===== src/rtl/muldiv_pkg.sv =====
// Shared encodings and helpers for the multi-cycle multiply/divide unit.
package muldiv_pkg;

    typedef enum logic [1:0] {
        OP_MULT  = 2'b00,
        OP_MULTU = 2'b01,
        OP_DIV   = 2'b10,
        OP_DIVU  = 2'b11
    } op_e;

    typedef enum logic [1:0] {
        IDLE = 2'b00,
        RUN  = 2'b01,
        FIX  = 2'b10,
        DONE = 2'b11
    } state_e;

    // Wide enough for any supported WIDTH; the top slices what it needs.
    localparam int MAX_WIDTH = 128;
    localparam logic [MAX_WIDTH-1:0] DBZ_LO_ONES = '1;

    function automatic logic op_is_div(input logic [1:0] o);
        return o[1];
    endfunction

    function automatic logic op_is_signed(input logic [1:0] o);
        return ~o[0];
    endfunction

endpackage


===== src/rtl/muldiv_step.sv =====
// One iteration of the multiply/divide datapath: conditional add (multiply)
// or trial subtract with restore (divide) on a WIDTH+1-bit ripple adder.
module muldiv_step #(
    parameter int WIDTH = 32
) (
    input  logic             is_div,
    input  logic [WIDTH-1:0] acc_i,
    input  logic [WIDTH-1:0] lo_i,
    input  logic [WIDTH-1:0] opnd_i,
    output logic [WIDTH-1:0] acc_o,
    output logic [WIDTH-1:0] lo_o
);

    logic [WIDTH:0]   x;
    logic [WIDTH:0]   y;
    logic [WIDTH:0]   sum;
    logic [WIDTH+1:0] c;
    logic [WIDTH:0]   shifted;

    assign shifted = {acc_i, lo_i[WIDTH-1]};

    always_comb begin
        if (is_div) begin
            x = shifted;
            y = ~{1'b0, opnd_i};
        end else begin
            x = {1'b0, acc_i};
            y = lo_i[0] ? {1'b0, opnd_i} : '0;
        end
    end

    // carry-in of 1 turns the inverted divisor into a subtract
    assign c[0] = is_div;

    for (genvar i = 0; i <= WIDTH; i++) begin : g_fa
        assign sum[i]   = x[i] ^ y[i] ^ c[i];
        assign c[i+1]   = (x[i] & y[i]) | (c[i] & (x[i] ^ y[i]));
    end

    always_comb begin
        acc_o = acc_i;
        lo_o  = lo_i;
        if (is_div) begin
            // carry out set means no borrow: shifted remainder >= divisor
            if (c[WIDTH+1]) begin
                acc_o = sum[WIDTH-1:0];
                lo_o  = {lo_i[WIDTH-2:0], 1'b1};
            end else begin
                acc_o = shifted[WIDTH-1:0];
                lo_o  = {lo_i[WIDTH-2:0], 1'b0};
            end
        end else begin
            acc_o = sum[WIDTH:1];
            lo_o  = {sum[0], lo_i[WIDTH-1:1]};
        end
    end

endmodule


===== src/rtl/muldiv_unit.sv =====
// MULT/MULTU/DIV/DIVU unit holding HI/LO; start/busy/done handshake.
// Define MULDIV_MTHILO_EN to add the MTHI/MTLO write ports (hi_we, lo_we, wdata).
//
// state | meaning
// IDLE  | waiting for start; hi/lo hold (or take MTHI/MTLO writes)
// RUN   | one multiply/divide iteration per cycle, counter counts down
// FIX   | apply result signs (or divide-by-zero values), write hi/lo
// DONE  | done pulse, busy still high
module muldiv_unit #(
    parameter int WIDTH = 32
) (
    input  logic             clk,
    input  logic             rst_n,
    input  logic             start,
    input  logic [1:0]       op,
    input  logic [WIDTH-1:0] a,
    input  logic [WIDTH-1:0] b,
`ifdef MULDIV_MTHILO_EN
    input  logic             hi_we,
    input  logic             lo_we,
    input  logic [WIDTH-1:0] wdata,
`endif
    output logic             busy,
    output logic             done,
    output logic             div_by_zero,
    output logic [WIDTH-1:0] hi,
    output logic [WIDTH-1:0] lo
);
    import muldiv_pkg::*;

    localparam int CNT_W = $clog2(WIDTH + 1);

    state_e             state_q, state_d;
    logic [1:0]         op_q, op_d;
    logic [CNT_W-1:0]   cnt_q, cnt_d;
    logic [WIDTH-1:0]   acc_q, acc_d;
    logic [WIDTH-1:0]   lo_w_q, lo_w_d;
    logic [WIDTH-1:0]   opnd_q, opnd_d;
    logic               a_sgn_q, a_sgn_d;
    logic               b_sgn_q, b_sgn_d;
    logic               dbz_pend_q, dbz_pend_d;
    logic               dbz_q, dbz_d;
    logic [WIDTH-1:0]   hi_q, hi_d;
    logic [WIDTH-1:0]   lo_q, lo_d;

    logic               a_neg, b_neg, b_zero;
    logic [WIDTH-1:0]   mag_a, mag_b;
    logic [WIDTH-1:0]   step_acc, step_lo;
    logic [2*WIDTH-1:0] prod, prod_fix;
    logic [WIDTH-1:0]   quo_fix, rem_fix;
    logic               neg_lo, neg_hi;

    assign a_neg  = op_is_signed(op) & a[WIDTH-1];
    assign b_neg  = op_is_signed(op) & b[WIDTH-1];
    assign b_zero = (b == '0);
    assign mag_a  = a_neg ? (~a + WIDTH'(1)) : a;
    assign mag_b  = b_neg ? (~b + WIDTH'(1)) : b;

    muldiv_step #(.WIDTH(WIDTH)) u_step (
        .is_div (op_is_div(op_q)),
        .acc_i  (acc_q),
        .lo_i   (lo_w_q),
        .opnd_i (opnd_q),
        .acc_o  (step_acc),
        .lo_o   (step_lo)
    );

    // Sign fix-up works on magnitudes, so the most negative dividend over -1
    // naturally wraps back to itself in the quotient.
    assign neg_lo   = op_is_signed(op_q) & (a_sgn_q ^ b_sgn_q);
    assign neg_hi   = op_is_signed(op_q) & a_sgn_q;
    assign prod     = {acc_q, lo_w_q};
    assign prod_fix = neg_lo ? (~prod + (2*WIDTH)'(1)) : prod;
    assign quo_fix  = neg_lo ? (~lo_w_q + WIDTH'(1)) : lo_w_q;
    assign rem_fix  = neg_hi ? (~acc_q + WIDTH'(1)) : acc_q;

    always_comb begin
        state_d    = state_q;
        op_d       = op_q;
        cnt_d      = cnt_q;
        acc_d      = acc_q;
        lo_w_d     = lo_w_q;
        opnd_d     = opnd_q;
        a_sgn_d    = a_sgn_q;
        b_sgn_d    = b_sgn_q;
        dbz_pend_d = dbz_pend_q;
        dbz_d      = dbz_q;
        hi_d       = hi_q;
        lo_d       = lo_q;

        unique case (state_q)
            IDLE: begin
`ifdef MULDIV_MTHILO_EN
                if (hi_we) hi_d = wdata;
                if (lo_we) lo_d = wdata;
`endif
                if (start) begin
                    op_d       = op;
                    a_sgn_d    = a[WIDTH-1];
                    b_sgn_d    = b[WIDTH-1];
                    cnt_d      = CNT_W'(WIDTH);
                    acc_d      = '0;
                    dbz_d      = 1'b0;
                    dbz_pend_d = 1'b0;
                    state_d    = RUN;
                    if (op_is_div(op)) begin
                        opnd_d = mag_b;
                        lo_w_d = mag_a;
                        if (b_zero) begin
                            // keep raw dividend; it becomes HI
                            lo_w_d     = a;
                            dbz_pend_d = 1'b1;
                            state_d    = FIX;
                        end
                    end else begin
                        opnd_d = mag_a;
                        lo_w_d = mag_b;
                    end
                end
            end
            RUN: begin
                acc_d  = step_acc;
                lo_w_d = step_lo;
                cnt_d  = cnt_q - CNT_W'(1);
                if (cnt_q == CNT_W'(1)) state_d = FIX;
            end
            FIX: begin
                state_d = DONE;
                if (dbz_pend_q) begin
                    hi_d  = lo_w_q;
                    lo_d  = DBZ_LO_ONES[WIDTH-1:0];
                    dbz_d = 1'b1;
                end else if (op_is_div(op_q)) begin
                    hi_d = rem_fix;
                    lo_d = quo_fix;
                end else begin
                    hi_d = prod_fix[2*WIDTH-1:WIDTH];
                    lo_d = prod_fix[WIDTH-1:0];
                end
            end
            DONE: begin
                state_d = IDLE;
            end
            default: begin
                state_d = IDLE;
            end
        endcase
    end

    always_ff @(posedge clk or negedge rst_n) begin
        if (!rst_n) begin
            state_q    <= IDLE;
            op_q       <= OP_MULT;
            cnt_q      <= '0;
            acc_q      <= '0;
            lo_w_q     <= '0;
            opnd_q     <= '0;
            a_sgn_q    <= 1'b0;
            b_sgn_q    <= 1'b0;
            dbz_pend_q <= 1'b0;
            dbz_q      <= 1'b0;
            hi_q       <= '0;
            lo_q       <= '0;
        end else begin
            state_q    <= state_d;
            op_q       <= op_d;
            cnt_q      <= cnt_d;
            acc_q      <= acc_d;
            lo_w_q     <= lo_w_d;
            opnd_q     <= opnd_d;
            a_sgn_q    <= a_sgn_d;
            b_sgn_q    <= b_sgn_d;
            dbz_pend_q <= dbz_pend_d;
            dbz_q      <= dbz_d;
            hi_q       <= hi_d;
            lo_q       <= lo_d;
        end
    end

    assign busy        = (state_q != IDLE);
    assign done        = (state_q == DONE);
    assign div_by_zero = dbz_q;
    assign hi          = hi_q;
    assign lo          = lo_q;

endmodule

===== config.mk =====
export PLATFORM = sky130hd
export DESIGN_NAME = muldiv_unit
export DESIGN_NICKNAME = d
export VERILOG_FILES = /design/src/rtl/muldiv_pkg.sv /design/src/rtl/muldiv_step.sv /design/src/rtl/muldiv_unit.sv
export SDC_FILE = /design/constraint.sdc
export NUM_CORES = 1
export LEC_CHECK = 0
export BUFFER_PORTS_ARGS = -buffer_cell sky130_fd_sc_hd__buf_4
export CORE_MARGIN = 5
export CORE_UTILIZATION = 44
export DETAILED_ROUTE_END_ITERATION = 7
export PLACE_DENSITY_LB_ADDON = 0.05
export SETUP_SLACK_MARGIN = 0.1
export SYNTH_ARGS = -nofsm -noshare
export SYNTH_HDL_FRONTEND = slang
export SYNTH_SLANG_ARGS = --single-unit

===== constraint.sdc =====
create_clock -name clk -period 38.6 [get_ports clk]
set_input_delay 7.72 -clock clk [delete_from_list [all_inputs] [get_ports clk]]
set_output_delay 7.72 -clock clk [all_outputs]
set_load 0.01 [all_outputs]

Yosys cells after proc, flatten, opt, wreduce, memory -nomap -nowiden
Cells that the tools add are included.
{"block": "word_totals", "regBits": 174, "in_bits": 69, "output_inout_bits": 67, "elab_cells": 247}
{"block": "op_classes", "addsub": 6, "eq_ne": 7, "mux": 35, "bitwise_logic": 178, "n_reduce_logical": 9}
{"cell": "2-to-1 mux 32 bit", "count": 17}
{"cell": "adder 32 x 1 -> 32 bit (second input constant)", "count": 4}
{"cell": "inverter 32 bit", "count": 4}
{"cell": "one-hot mux 32 bit (2 select lines)", "count": 2}
{"cell": "AND 1 bit", "count": 70}
{"cell": "XOR 1 bit", "count": 67}
{"cell": "2-to-1 mux 33 bit", "count": 2}
{"cell": "adder 64 x 1 -> 64 bit (second input constant)", "count": 1}
{"cell": "2-to-1 mux 64 bit", "count": 1}
{"cell": "inverter 64 bit", "count": 1}
{"cell": "inverter 32 -> 33 bit", "count": 1}
{"cell": "bitwise OR 1 bit", "count": 33}
{"cell": "zero test 32 bit", "count": 1}
{"cell": "one-hot mux 6 bit (2 select lines)", "count": 1}
{"cell": "2-to-1 mux 2 bit", "count": 4}
{"cell": "one-hot mux 2 bit (4 select lines)", "count": 1}
{"cell": "equality test 6 x 1 -> 1 bit (second input constant)", "count": 1}
{"cell": "2-to-1 mux 6 bit", "count": 1}
{"cell": "inequality test 2 bit (second input constant)", "count": 3}
{"cell": "AND reduction 2 bit", "count": 3}
{"cell": "nonzero test 2 bit", "count": 3}
{"cell": "subtractor 6 x 1 -> 6 bit (second input constant)", "count": 1}
{"cell": "2-to-1 mux 1 bit", "count": 5}
{"cell": "equality test 2 bit (second input constant)", "count": 2}
{"cell": "other kinds (5)", "count": 6}

Logic depth before layout (Yosys ltp)
Gate-level depths: netlist of the first run.
{"block": "depth", "ltp_word": 72, "mapped_depth": 45, "ltp_nobuf": 42}

Cells and area by module
Synthesis of the first run repeated with hierarchy kept, for this count alone.
{"block": "hier_totals", "cells_unflattened": 1605, "area_unflattened_um2": 13983.4}
{"module": "muldiv_unit", "n_inst": 1, "cells_each": 1310, "area_each_um2": 11344.6, "seq_area_each_um2": 4354.2}
{"module": "muldiv_step", "n_inst": 1, "cells_each": 295, "area_each_um2": 2638.8, "seq_area_each_um2": 0.0}

Worst setup path after synthesis of the first run
OpenSTA, ideal clock, no wires.
{"block": "synth_path", "kind": "register -> register", "from": "register op_q[1]", "to": "register acc_q[4]", "setup_ps": 136, "arrival_time_ps": 15536, "required_time_ps": 38464, "setup_slack_ps": 22928, "path_stages_with_launch": 45, "path_buffers": 5, "period_less_slack_ps": 15672, "cell_sequence": "dfrtp_1 buf_2 buf_1 buf_1 clkbuf_1 o21ai_0 fa_1 fa_1 fa_1 fa_1 fa_1 fa_1 fa_1 fa_1 fa_1 fa_1 fa_1 fa_1 [9 not listed] fa_1 fa_1 fa_1 fa_1 fa_1 fa_1 fa_1 fa_1 fa_1 fa_1 fa_1 ha_1 a21oi_1 clkbuf_1 mux2i_1 nor2_1 a21oi_1 o21ai_0"}
{"block": "synth_via", "elab_chain_len": 71, "elab_cells_between_ends": 139, "classes_between": "mux (5); bitwise (134)"}
{"element": "from (decl)", "line_no": "muldiv_unit.sv:34", "rtl": "logic [1:0] op_q, op_d;"}
{"element": "from (signal assigned)", "line_no": "muldiv_unit.sv:166", "rtl": "op_q <= op_d;"}
{"element": "2-to-1 mux 33 bit", "line_no": "muldiv_step.sv:23", "rtl": "if (is_div) begin"}
{"element": "XOR 1 bit", "line_no": "muldiv_step.sv:37", "rtl": "assign c[i+1] = (x[i] & y[i]) | (c[i] & (x[i] ^ y[i]));"}
{"element": "AND 1 bit", "line_no": "muldiv_step.sv:37"}
{"element": "bitwise OR 1 bit", "line_no": "muldiv_step.sv:37"}
{"element": "AND 1 bit", "line_no": "muldiv_step.sv:37"}
{"element": "bitwise OR 1 bit", "line_no": "muldiv_step.sv:37"}
{"element": "AND 1 bit", "line_no": "muldiv_step.sv:37"}
{"element": "bitwise OR 1 bit", "line_no": "muldiv_step.sv:37"}
{"element": "[55 not listed]"}
{"element": "bitwise OR 1 bit", "line_no": "muldiv_step.sv:37"}
{"element": "AND 1 bit", "line_no": "muldiv_step.sv:37"}
{"element": "bitwise OR 1 bit", "line_no": "muldiv_step.sv:37"}
{"element": "AND 1 bit", "line_no": "muldiv_step.sv:37"}
{"element": "bitwise OR 1 bit", "line_no": "muldiv_step.sv:37"}
{"element": "2-to-1 mux 32 bit", "line_no": "muldiv_step.sv:45", "rtl": "if (c[WIDTH+1]) begin"}
{"element": "2-to-1 mux 32 bit (*)", "line_no": "muldiv_step.sv:43", "rtl": "if (is_div) begin"}
{"element": "one-hot mux 32 bit (2 select lines) (*)", "line_no": "muldiv_unit.sv:91", "rtl": "unique case (state_q)"}
{"element": "to (signal assigned)", "line_no": "muldiv_unit.sv:155", "rtl": "acc_q <= '0;"}
{"element": "to (signal assigned)", "line_no": "muldiv_unit.sv:168", "rtl": "acc_q <= acc_d;"}
{"element": "to (decl)", "line_no": "muldiv_unit.sv:36", "rtl": "logic [WIDTH-1:0] acc_q, acc_d;"}
Every way passes the cells marked *; elsewhere a longest branch is shown, timed or not.
A chain may end at the register's enable or synchronous reset.

Worst setup path in the final report of the first run
{"block": "layout_path", "from": "register op_q[1]", "to": "register acc_q[19]"}
Same word-level chain as after synthesis.

==> results of run 1 <==
[area by class of cell]
cell class / instances / area, µm² / area share
multi-input cells: 1280 / 8590 / 0.559
flip-flops and latches: 174 / 4360 / 0.284
repair buffers: 154 / 1160 / 0.0755
well taps: 396 / 495 / 0.0323
clock buffers: 18 / 439 / 0.0286
inverters: 46 / 173 / 0.0112
clock inverters: 14 / 140 / 0.00913
[per-stage QoR]
step                setup WS, ns  area (µm²)  total power, µW   util
CTS                        23.00       15400             1390  0.502
global route               22.39       15400             1510  0.502
finish                     22.96       15400             1390  0.502
floorplan                  22.93       13600              926      -
detailed placement         23.07       14800             1220  0.483
global placement           23.29       14800             1210  0.483
[where the power goes]
part	internal (µW)	total (µW)	switching [µW]
Combinational	340	825	485
Clock	87.9	175	87.3
Sequential	265	394	129
[registers in the layout, summed over array words and instances (netlist names)]
signal / cells
b_sgn_q: 1
state_q: 2
dbz_pend_q: 1
hi: 32
a_sgn_q: 1
opnd_q: 32
cnt_q: 6
lo: 32
op_q: 2
lo_w_q: 32
div_by_zero: 1
acc_q: 32
[final timing paths]
path / startpoint / end / slack [ns]
hold / removal: opnd_q[2] / opnd_q[2] / 0.50
setup reg to reg: op_q[1] / acc_q[19] / 22.96
setup / recovery: op_q[1] / acc_q[19] / 22.96
hold reg to reg: opnd_q[2] / opnd_q[2] / 0.50
max in group asynchronous: rst_n / hi[24] / 30.06
min in group asynchronous: rst_n / acc_q[24] / 7.21
[cells by family after synthesis]
group | Yosys count
and+or+nand+nor | 533
AOI/OAI and AO/OA | 463
buffers and inverters | 191
DFF | 174
xor gates and xnor gates | 133
muxes | 106
adders and majority gates | 45
[critical path, delay by kind of cell (launching register included)]
family                   cells  cell delay (ns)
multiplexers                 1             0.23
AO/OA/AOI/OAI                4             0.85
flip-flops                   1             0.61
adder cells (fa/ha/maj)     33            12.94
AND/OR/NAND/NOR              1             0.06
buffers and inverters        2             0.79
[cells in the mapped netlist, types with 20 or more instances]
cell        n
nand2_1   161
xor2_1     47
nand3_1    33
xnor2_1    86
a21oi_1   102
or3_1      20
fa_1       32
o21ai_0   168
inv_1      44
o31ai_1    28
clkbuf_1  116
nor3_1     56
mux2_2     38
nor2_1    163
dfrtp_1   174
o221ai_1   21
a31oi_1    44
mux2i_1    68
[routing by layer]
| layer | part of all wire | global-route usage | vias to the layer above |
|---|---|---|---|
| li1 | - | - | 5949 |
| met1 | 0.45 | 0.418 | 6099 |
| met2 | 0.44 | 0.428 | 578 |
| met3 | 0.070 | 0.0362 | 71 |
| met4 | 0.041 | 0.118 | 0 |
| met5 | 0 | 0 | - |
==> results.md, run 1 <==
* Status: complete, no violations
* Post-route ant nets at 0
* Yosys cell types at 77
* Synthesis warning total at 0
* Synth top area share at 0.319
* Mapped Avg Cell Area at between 8 and 9 µm²
* CTS Buf Count at 17
* Number of vias in the routed layout at between 10000 and 15000
* Register area share after synthesis at 0.319
* Rel. slew slack at 0.189
* Clock buffer depth at 2
* Hold Buf Count CTS at 0
* Final hold vios at 0
* XOR/XNOR Fraction of Synth Area at 0.0854
* Post-synthesis cell area at between 10000 and 15000 µm²
* Root Driver: clkbuf_16
* Simple-gate share of the synthesized area at 0.188
* DP HPWL at 37100 µm
* Pre-antenna DRT Iters at 6
* Fillers at a little under 3000
* Postcts setup bufs at 0
* Die span in x at approximately 190 µm
* Clock latency on the worst-skew pair at 0.46 ns
* Largest area contributor in the netlist: dfrtp_1
* TritonCTS clock tree: yes
* Worst setup SP type: register
* Post-cts resize count at 0
* Placed insts at 2050
* Most frequent cells in the layout: dfrtp_1, o21ai_0, nor2_1
* Total negative slack at 0 ns
* PD cells at 90.8 nW/µm²
* 1st-iter DRT viols at around 1500
* Initial antenna violation count at 0
* Worst Hold Depth at 2
* Slowest Stage Delay on Critical Path at a little over 0.6 ns
* Reg2Reg Depth at 41
* EDFF count, synth at 0
* Num Clock Sinks at approximately 170
* RSZ-0062 raised after global routing: no
* Synth area leaders: dfrtp_1, o21ai_0, xnor2_1
* Max stage delay cell, worst path: dfrtp_4
* Setup-failing EPs final at 0
* Critical Path End Type: register
* Pin count of the biggest net entering global routing at 75
* H-tree Lvls at 4
* Measured slew at the worst slew-check pin at 1.21 ns
* Rows at 64
* RD Place Congestion at slightly below 1
* Seq cells post-synth at ~170
* Post-route insts no fill at 2082
* Most common cell on crit path: fa_1
* Vias in the first global route at between 10000 and 15000
* Fmax at between 60 and 70 MHz
* Largest family of logic cells by synthesized area: compound AO/OA/AOI/OAI gates
* First-pass GRT wire length at approximately 75000 µm
* Ys async rst share at 1.00
* Synth-to-Final Area Change at 12.5%
* Grt ovf at 0
* Crit-path max FO at 29
* Clock slew at reported path FFs at around 0.08 ns
* Post-Route WL at 49300 µm
* Die height at 186 µm
* Max-Cap Viols at 0
* Hold_ws at ~0.50 ns
* Post-Syn Instances at between 1500 and 2000
* WL per Instance at approximately 24 µm
* DR DRC count at 0
* I/O pins at ~140
* WP data arrival at approximately 16 ns
* Antenna cells at 0
* Die area at roughly 35000 µm²
* Hold crit path type: reg2reg
* Nets@finish at about 1800
* Critical path class: reg2reg
* Commonest non-fill, non-tap cell in the layout: dfrtp_1
* Drt via density at between 6 and 7
* Synth Flop Type: dfrtp_1
* Overall routing resource usage at 0.286
* Clock skew at 0.0221 ns
* Worst Path Required at ~39 ns
* Port Buffers at approximately 140
* Adder-cell area share of the yosys netlist at 0.0589
* Crit path time final at roughly 16 ns
* Fin crit share at 0.405
* Net Count, Synth at 1759
* LEAKAGE at about 0.0064 µW
* Final Max Slew Viols at 0
* Starting Density at 0.446
* Synth Area in Compound Gates at 0.212
* Peak supply drop at 0.0713 mV
* Multiplexer area fraction after synthesis at 0.0812
* Core region area at a little over 30000 µm²
* Layout cell share with drive strength beyond 1 at 0.153
Note: power is estimated with default switching activity, not from simulation.
==> inputs of run 2 (changes only) <==
Settings changed: ABC_AREA from default to 1.
Clock period 38.6 ns to 15 ns, I/O delays scaled along.
==> run 2 against run 1 <==
Compared with the run above:
- clock skew down 0.0060 ns
- hold slack worse by 0.022 ns
- worst setup slack worse by 22 ns
- clock power rose to 2.6 times the previous value
- critical path depth up 1
- sequential power up 140%
- cell area up 8.3%
- largest cell class unchanged
==> results.md, run 2 <==
* Synth area leaders: dfrtp_1, nand2_1, nand3_1
* Hold Startpoint: hi[14]
* Register area share after synthesis at 0.298
* Clock latency on the worst-skew pair at around 0.45 ns
* Root Driver: clkbuf_16
* Rows at 66
* First-pass GRT wire length at between 90000 and 100000 µm
* Worst Path Required at about 15 ns
* Die area at 37000 µm²
* Slowest Stage Delay on Critical Path at between 0.4 and 0.5 ns
* Most common cell on crit path: fa_1
* Synth Flop Type: dfrtp_1
* Worst Hold Depth at 2
* Switching Share at 0.546
* Overall routing resource usage at 0.331
* Placed insts at about 2800
* CTS Buf Count at 17
* DR DRC count at 0
* Simple-gate share of the synthesized area at 0.346
* Antenna cells at 0
* WL per Instance at 21.8 µm
* NetSw at approximately 2200 µW
* Pin count of the biggest net entering global routing at 70
* Flop2flop setup slack at roughly 0.54 ns
* Launching point of the worst reg2reg path: lo_w_q[31]
* Synth top area share at 0.298
* Worst setup SP type: register
* Mapped Avg Cell Area at 6.33 µm²
* Delay-heaviest family, CP: adder cells
* Reg2Reg Depth at between 40 and 50
* Max-Cap Viols at 0
* Status: complete, no violations
* Clock skew at about 0.016 ns
* Hold Buf Count CTS at 0
* Grt ovf at 0
* Num Clock Sinks at ~170
* Hold crit path type: reg2reg
* RD Place Congestion at 1.01
* H-tree Lvls at 4
* Adder-cell area share of the yosys netlist at 0.0549
* I/O pins at 136
* Vias in the first global route at between 15000 and 20000
* Nets@finish at approximately 2500
* Synthesis warning total at 0
* Final hold vios at 0
* Pre-antenna DRT Iters at 6
* Critical Path End Type: register
* Largest area contributor in the netlist: dfrtp_1
* Die height at 192 µm
* Crit-path max FO at 23
* Setup-failing EPs final at 0
* Most frequent cells in the layout: nand2_1, nor2_1, nand3_1
* Clk pwr share at 0.112
* Ys async rst share at 1.00
* Multiplexer area fraction after synthesis at 0
* Post-route insts no fill at between 2000 and 3000
* Initial antenna violation count at 0
* Starting Density at 0.447
* Die span in x at just under 200 µm
* TritonCTS clock tree: yes
* P_int at about 1800 µW
* Post-synthesis cell area at roughly 15000 µm²
* Port Buffers at ~140
* Yosys cell types at slightly above 50
* Seq cells post-synth at about 170
* LEAKAGE at a little over 0.008 µW
* Layout cell share with drive strength beyond 1 at 0.0974
* 1st-iter DRT viols at 1755
* Net Count, Synth at about 2400
* Synth Area in Compound Gates at 0.181
* Post-Syn Instances at about 2300
* Final Max Slew Viols at 0
* Largest family of logic cells by synthesized area: simple AND/OR/NAND/NOR gates
* Worst r2r dst: acc_q[6]
* Fin crit share at 0.964
* Drt via density at roughly 5.7
* Combinational group share of total power at 0.658
* Critical path class: reg2reg
* DP HPWL at between 40000 and 50000 µm
* Commonest non-fill, non-tap cell in the layout: nand2_1
* PD cells at approximately 240 nW/µm²
* Buf/Inv on CP at 3
* Rel. slew slack at 0.314
* Fin util at 0.508
* Peak supply drop at between 0.1 and 0.15 mV
* EDFF count, synth at 0
* Clock slew at reported path FFs at ~0.08 ns
* RSZ-0062 raised after global routing: no
* Core region area at about 33000 µm²
* Post-Route WL at 61800 µm
* Hold Path Sink: hi[14]
* Number of vias in the routed layout at roughly 16000
* Fmax at 69.1 MHz
* Synth-to-Final Area Change at 13.6%
* XOR/XNOR Fraction of Synth Area at 0.0251
* Synth cell count leaders: nand2_1, nor2_1, nand3_1
* Max stage delay cell, worst path: dfrtp_2
* Post-route ant nets at 0
* Measured slew at the worst slew-check pin at about 1.0 ns
* WP data arrival at 14.77 ns
* Crit path time final at ~14 ns
* Flop pwr share at 0.230
* Clock buffer depth at 2
* Total negative slack at 0 ns
* Cell with the most instances after synthesis: nand2_1
## run 2: what timing repair did
action,CTS,global route
setup endpoints to repair,0,33
gates resized for setup,0,13
setup buffers,0,1
## run 2: kinds of logic after synthesis
logic type | after synthesis
fa+ha+maj | 45
simple gates | 1206
xor+xnor | 42
compound gates | 486
flops | 174
buf+inv | 358
## run 2: final cells by class
| type | instances | area (µm²) |
|---|---|---|
| fillers | 3487 | 16100 |
| multi-input cells | 1779 | 8920 |
| flip-flops and latches | 174 | 4360 |
| repair buffers | 160 | 1280 |
| inverters | 246 | 928 |
| well taps | 442 | 553 |
| clock buffers | 18 | 439 |
| clock inverters | 14 | 145 |
## run 2: through the flow
step | area (µm²) | setup WS (ns) | total power [µW] | hold WS, ns
after detailed placement | 15900 | 0.319 | 3490 | 0.467
final | 16600 | 0.538 | 4050 | 0.481
after floorplan | 14600 | 0.340 | 2590 | 0.475
after CTS | 16500 | 0.283 | 3950 | 0.487
after global placement | 15900 | 0.524 | 3460 | 0.464
after global routing | 16600 | 0.0202 | 4400 | 0.505
## run 2: how the worst max path moves through the flow
stage	startpoint	to	slack, ns	cells after the start
after floorplan	op_q[1]	acc_q[23]	0.34	47
final	lo_w_q[31]	acc_q[6]	0.54	42
after global placement	op_q[1]	acc_q[0]	0.52	43
after detailed placement	op_q[1]	acc_q[5]	0.32	42
after CTS	op_q[1]	acc_q[5]	0.28	42
after global routing	op_q[1]	acc_q[6]	0.02	42
## run 2: power by group through the flow
stage                     sequential [µW]  clock [µW]  combinational (µW)
after global routing                  949         477                2970
after floorplan                       872           0                1720
after detailed placement              926           0                2570
after global placement                921           0                2540
final                                 931         456                2670
after CTS                             918         456                2570
## run 2: per-layer routing
| layer | track usage | routed length, µm |
|---|---|---|
| met4 | 0.180 | 3790 |
| met5 | 0 | 0 |
| met3 | 0.0465 | 4630 |
| met1 | 0.445 | 25800 |
| met2 | 0.517 | 27500 |
## run 2: worst min-delay path, cell delays in order, from the launching register on
cell	delay (ns)
dfrtp_1	0.35
nand2_1	0.05
nand2_1	0.05
